## src/rtl/cpu_ctrl_pkg.sv

```systemverilog
// Shared types for the pipeline control block.
//   hz_state_t : hazard sequencer states
//   XZR        : architectural zero register; writes to it never create a hazard
package cpu_ctrl_pkg;

    typedef enum logic [1:0] {
        RUN       = 2'd0,
        LUH_STALL = 2'd1,
        MEM_WAIT  = 2'd2
    } hz_state_t;

    localparam logic [4:0] XZR = 5'd31;

endpackage

```

## src/rtl/hazard_stall_ctrl_sat_counter.sv

```systemverilog
// Saturating event counter used for the stall/flush performance counters.
// Ports:
//   clk, reset : clock and synchronous active-high clear
//   inc        : count this cycle
//   count      : current value; holds at all-ones instead of wrapping
module sat_counter #(
    parameter int CNT_W = 32
) (
    input  logic             clk,
    input  logic             reset,
    input  logic             inc,
    output logic [CNT_W-1:0] count
);

    always_ff @(posedge clk) begin
        if (reset) begin
            count <= '0;
        end else if (inc && (count != {CNT_W{1'b1}})) begin
            count <= count + CNT_W'(1);
        end
    end

endmodule

```

## src/rtl/hazard_stall_ctrl.sv

```systemverilog
// Stall/flush sequencer for the 5-stage pipeline.
// Detects load-use hazards, flushes the wrong-path fetch after a taken branch
// and freezes the pipeline while a data-memory access is outstanding.
// Ports:
//   clk, reset                  : clock, synchronous active-high reset
//   Rn_ID, Bin_ID, usesA/B_ID   : ID-stage source registers and their use flags
//   BrTaken_ID                  : raw branch decision from ID
//   Rd_EX, RegWrite_EX, MemToReg_EX : EX-stage destination info
//   memReq_MEM, memAck          : data-memory handshake
//   pc_en, ifid_en, idex_en, exmem_en : pipeline register enables
//   ifid_flush, idex_bubble, memwr_bubble : bubble/flush controls
//   BrTaken_gated               : branch decision suppressed while stalled
//   mem_err                     : sticky memory-timeout flag
//   stall_cnt, flush_cnt        : saturating performance counters
//
// state     | meaning
// RUN       | normal flow; hazards evaluated
// LUH_STALL | one bubble inserted for a load-use; load now reachable by forwarding
// MEM_WAIT  | pipeline frozen until memAck or timeout
module hazard_stall_ctrl
    import cpu_ctrl_pkg::*;
#(
    parameter int DELAY_SLOT  = 0,
    parameter int MEM_TIMEOUT = 16,
    parameter int CNT_W       = 32
) (
    input  logic             clk,
    input  logic             reset,
    input  logic [4:0]       Rn_ID,
    input  logic [4:0]       Bin_ID,
    input  logic             usesA_ID,
    input  logic             usesB_ID,
    input  logic             BrTaken_ID,
    input  logic [4:0]       Rd_EX,
    input  logic             RegWrite_EX,
    input  logic             MemToReg_EX,
    input  logic             memReq_MEM,
    input  logic             memAck,
    output logic             pc_en,
    output logic             ifid_en,
    output logic             ifid_flush,
    output logic             idex_en,
    output logic             idex_bubble,
    output logic             exmem_en,
    output logic             memwr_bubble,
    output logic             BrTaken_gated,
    output logic             mem_err,
    output logic [CNT_W-1:0] stall_cnt,
    output logic [CNT_W-1:0] flush_cnt
);

    localparam int                WAIT_W     = $clog2(MEM_TIMEOUT + 1);
    localparam logic [WAIT_W-1:0] WAIT_LIMIT = WAIT_W'(MEM_TIMEOUT);

    hz_state_t         state, state_nx;
    logic [WAIT_W-1:0] wait_cnt, wait_nx;
    logic              luh, mw;
    logic              use_mw, use_luh, abort;

    assign luh = MemToReg_EX && RegWrite_EX && (Rd_EX != XZR)
              && ((usesA_ID && (Rn_ID == Rd_EX)) || (usesB_ID && (Bin_ID == Rd_EX)));
    assign mw  = memReq_MEM && !memAck;

    always_comb begin
        use_mw  = 1'b0;
        use_luh = 1'b0;
        abort   = 1'b0;
        // Decide which hazard terms this state honours; the output
        // decode below is shared so every unfreeze path behaves like RUN.
        case (state)
            RUN: begin
                use_mw  = mw;
                use_luh = luh;
            end
            LUH_STALL: begin
                use_mw = mw;
            end
            MEM_WAIT: begin
                if (memAck) begin
                    use_luh = luh;
                end else if (wait_cnt == WAIT_LIMIT) begin
                    abort   = 1'b1;
                    use_luh = luh;
                end else begin
                    use_mw = 1'b1;
                end
            end
            default: ;
        endcase

        pc_en         = 1'b1;
        ifid_en       = 1'b1;
        idex_en       = 1'b1;
        exmem_en      = 1'b1;
        ifid_flush    = 1'b0;
        idex_bubble   = 1'b0;
        memwr_bubble  = 1'b0;
        BrTaken_gated = BrTaken_ID;
        state_nx      = RUN;
        wait_nx       = wait_cnt;

        if (use_mw) begin
            pc_en         = 1'b0;
            ifid_en       = 1'b0;
            idex_en       = 1'b0;
            exmem_en      = 1'b0;
            memwr_bubble  = 1'b1;
            BrTaken_gated = 1'b0;
            state_nx      = MEM_WAIT;
            wait_nx       = (state == MEM_WAIT) ? wait_cnt + WAIT_W'(1) : WAIT_W'(1);
        end else if (use_luh) begin
            pc_en         = 1'b0;
            ifid_en       = 1'b0;
            idex_bubble   = 1'b1;
            BrTaken_gated = 1'b0;
            state_nx      = LUH_STALL;
        end else if (BrTaken_ID && (DELAY_SLOT == 0)) begin
            ifid_flush = 1'b1;
        end

        // The timed-out access must not retire a register write.
        if (abort) begin
            memwr_bubble = 1'b1;
        end

        if (reset) begin
            pc_en         = 1'b0;
            ifid_en       = 1'b0;
            idex_en       = 1'b0;
            exmem_en      = 1'b0;
            ifid_flush    = 1'b1;
            idex_bubble   = 1'b1;
            memwr_bubble  = 1'b1;
            BrTaken_gated = 1'b0;
        end
    end

    always_ff @(posedge clk) begin
        if (reset) begin
            state    <= RUN;
            wait_cnt <= '0;
            mem_err  <= 1'b0;
        end else begin
            state    <= state_nx;
            wait_cnt <= wait_nx;
            if (abort) begin
                mem_err <= 1'b1;
            end
        end
    end

    sat_counter #(.CNT_W(CNT_W)) u_stall_cnt (
        .clk   (clk),
        .reset (reset),
        .inc   (!pc_en && !reset),
        .count (stall_cnt)
    );

    sat_counter #(.CNT_W(CNT_W)) u_flush_cnt (
        .clk   (clk),
        .reset (reset),
        .inc   (ifid_flush && !reset),
        .count (flush_cnt)
    );

endmodule
```

## config.mk

```make
export PLATFORM = sky130hd
export DESIGN_NAME = hazard_stall_ctrl
export DESIGN_NICKNAME = d
export VERILOG_FILES = /design/src/rtl/cpu_ctrl_pkg.sv /design/src/rtl/hazard_stall_ctrl_sat_counter.sv /design/src/rtl/hazard_stall_ctrl.sv
export SDC_FILE = /design/constraint.sdc
export NUM_CORES = 1
export LEC_CHECK = 0
export BUFFER_PORTS_ARGS = -buffer_cell sky130_fd_sc_hd__buf_2
export CORE_ASPECT_RATIO = 0.7
export CORE_UTILIZATION = 57
export CTS_CLUSTER_SIZE = 25
export DETAILED_ROUTE_END_ITERATION = 6
export GPL_ROUTABILITY_DRIVEN = 1
export PLACE_DENSITY = 0.83
export SKIP_LAST_GASP = 1
export SLEW_MARGIN = 20
export SYNTH_ARGS = -nofsm -noshare
export SYNTH_HDL_FRONTEND = slang
export SYNTH_SLANG_ARGS = --single-unit
```

## constraint.sdc

```tcl
create_clock -name clk -period 5.2 [get_ports clk]
set_input_delay 0.78 -clock clk [delete_from_list [all_inputs] [get_ports clk]]
set_output_delay 0.78 -clock clk [all_outputs]
set_load 0.005 [all_outputs]
```

==> implementation parameters <==
Parameter                              Value

Route
  Wire length after detailed routing ... 8930 um
  Routed wirelength normalized by instance count ... 14.5 um
  Via total after detailed routing ... 3533
  Number of iterations in the first detailed-routing pass ... 7
  Number of design rule violations left after detail routing ... 7
  Antenna violation net count after detailed routing ... 0
  Drt via density ... 5.74
  Iteration-0 DRC Markers ... 265

Synthesis
  Number of synthesized flops with an enable pin ... 0
  Most used flip-flop cell after synthesis ... dfxtp_1
  Area share of the largest cell type after synthesis ... 38.8%
  Async set-reset flop share out of synthesis ... 0%
  Seq cells post-synth ... 72
  Total of warnings raised by yosys ... 0
  Sequential cell area fraction in the yosys report ... 38.8%
  Instance count of the mapped netlist ... 443
  Cell type with the largest total area after synthesis ... dfxtp_1
  Synthesized area per cell ... 8.38 um2
  Cell Area, Synth ... 3710 um2
  Cell types with the largest area share after synthesis ... dfxtp_1 (39%), xnor2_1 (9.0%), xor2_1 (7.5%), nor2_1 (7.5%), nand4_1 (5.2%)
  Nets in the synthesized netlist ... 471
  Number of unique standard cell types used by synthesis ... 46

CTS
  Number of buffers added by the clock tree synthesis step ... 9
  Post-CTS repair timing setup buffer count ... 0
  Post-CTS clock slew at the launch and capture registers of the worst setup and hold paths ... 80 ps
  H-tree level count ... 3
  Hold_buf cts ... 0
  Library cell used as clock root buffer ... clkbuf_8
  Maximum count of clock buffers along a single path ... 2
  Worst-skew pair later-pin latency ... 350 ps
  Number of instances resized during post-cts repair ... 0
  Clk sinks ... 72
  CTS tree ... done

GRT
  Via count of the first global-routing pass ... 3181
  Pin count of the biggest net entering global routing ... 72
  GR met1 Demand/Resource ... 35.9%
  Global-route wire length before repair ... 14800 um
  Met2 Track Usage GR ... 41.2%
  Antenna violations before repair ... 0
  Overflow left after global routing ... 0
  Global route hottest layer ... met2
  Met3 global-route usage ... 9.17%
  GRT Total Usage ... 26.7%

Setup path
  Crit start category ... register
  Worst path required time ... 4420 ps
  Maximum fanout count along the critical path ... 29
  Nature of the critical path endpoint ... output port
  Stage delay of the slowest cell on the critical path ... 520 ps
  Cell-by-cell listing of the critical path ... inv_1 > ha_1 > and4bb_2 > nor3b_1 > nor4_1 > a21oi_2 > buf_4 > a21o_1 > buf_2
  Worst setup slack for register-to-register paths ... 2070 ps
  Critical path arrival ... 2440 ps
  Classification of the worst setup path ... register to output port
  Slowest CP cell ... nor4_1

Place
  Half-perimeter wire length after placement ... 6160 um
  Last weighted congestion value of the routability-driven placer ... 0.813
  Worst slack, placed ... 2100 ps
  Port Buf Inserts ... 96

STA
  Final-report hold violation count ... 0
  Slew Viols, Final ... 0
  Min setup slack post-route ... 1980 ps
  Relative slew slack ... 35.4%
  Clock period minus final worst setup slack ... 3220 ps
  TNS Setup ... 0 ps
  Setup repair after global routing missed its margin ... false
  Achievable Freq ... 310 MHz
  Share of the clock period used by the worst path ... 62.0%
  Final setup violation count ... 0
  Least-Margin Pin Slew ... 966 ps
  Worst clock skew ... 11.5 ps

Die
  Overall die width ... 98.5 um
  DIE AREA ... 6840 um2
  Die height ... 69.5 um
  Starting utilization of the core area ... 59.4%
  Standard cell core area ... 6250 um2
  Number of ports placed on the die boundary ... 97
  Std-Cell Rows ... 24

Finish
  Most frequent cells in the layout ... buf_2 (96), nor2_1 (74), dfxtp_1 (72)
  Layout cells sized above 1 ... 24.6%
  Final #Nets ... 560
  Ant diodes ... 0
  Synth-to-layout area growth ... 22.0%
  Most common library cell in the layout ignoring fill and taps ... buf_2

Hold path
  Class of the tightest hold or removal check ... register to register

Power
  Total power divided by cell area ... 282 nW/um2
  Max rail drop VDD ... 0.146 mV
  Leakage power of the design ... 0.00194 uW

Flow run
  Maxcap violations ... 0

Outcome
  Result of the run ... complete, but fails checks
  Failing checks ... design-rule violations
==> report_power, final <==
part           leakage (uW)  switching (uW)  internal [uW]  total (uW)
Combinational       0.00121            40.1           27.2        67.3
Sequential         0.000580            3.92            554         558
Clock              0.000150             209            442         651
==> metal layers <==
layer | vias up | routed length (um)
met2 | 133 | 4060
met3 | 9 | 671
met4 | 0 | 63
li1 | 1717 | -
met1 | 1674 | 4140
met5 | - | 0
==> state kept, by name (all words and copies together) (netlist names) <==
name and cells:
mem_err 1, state 2, u_flush_cnt.count 32, u_stall_cnt.count 32
wait_cnt 5
==> cell usage after synthesis (7+ instances only) <==
cell type  number
xor2_1         32
nor3_1         23
dfxtp_1        72
nor2_1         74
xnor2_1        38
nand4_1        31
and4_1          9
and3_1         23
nand3_1        32
inv_1           9
nand2_1        21
a21oi_1         7
clkbuf_1       15
==> metrics by stage <==
step / total power [uW] / util (%) / cell area, um2 / cells / hold slack (ps)
floorplan: 613 / - / 3710 / 443 / 460
global placement: 636 / 67.7 / 4230 / 599 / 454
detailed placement: 637 / 67.7 / 4230 / 599 / 460
CTS: 1280 / 72.5 / 4530 / 615 / 479
global route: 1320 / 72.5 / 4530 / 615 / 536
finish: 1280 / 72.5 / 4530 / 615 / 478
==> worst max-delay path: cells and delay by family, from the launching register on <==
kind,cells,cell delay (ps)
AO/OA/AOI/OAI,2,300
adder cells (fa/ha/maj),1,160
buffers and inverters,3,470
flip-flops,1,340
AND/OR/NAND/NOR,3,830
==> cell families after synthesis <==
group	share of synthesized area, %
flip-flops	38.8
multiplexers	0.573
buffers and inverters	3.84
AND/OR/NAND/NOR	35.5
AO/OA/AOI/OAI	3.44
XOR/XNOR	16.5
adder cells (fa/ha/maj)	1.35
==> path summary, 6_finish.rpt <==
kind / depth (start not counted) / start / to
worst max-delay path: 9 / wait_cnt[0] / ifid_flush
worst min-delay path: 2 / mem_err / mem_err
worst max register to register: 8 / u_stall_cnt.count[0] / u_stall_cnt.count[25]
worst min register to register: 2 / mem_err / mem_err
==> area by class of cell <==
class	instances	area (um2)
clock buffer	11	151
clock inverter	5	150
fill	482	1720
inverter	9	33.8
multi-input combinational	339	2140
sequential	72	1440
tap	78	97.6
timing repair buffer	101	518
Power figures use the tool's default switching activity.
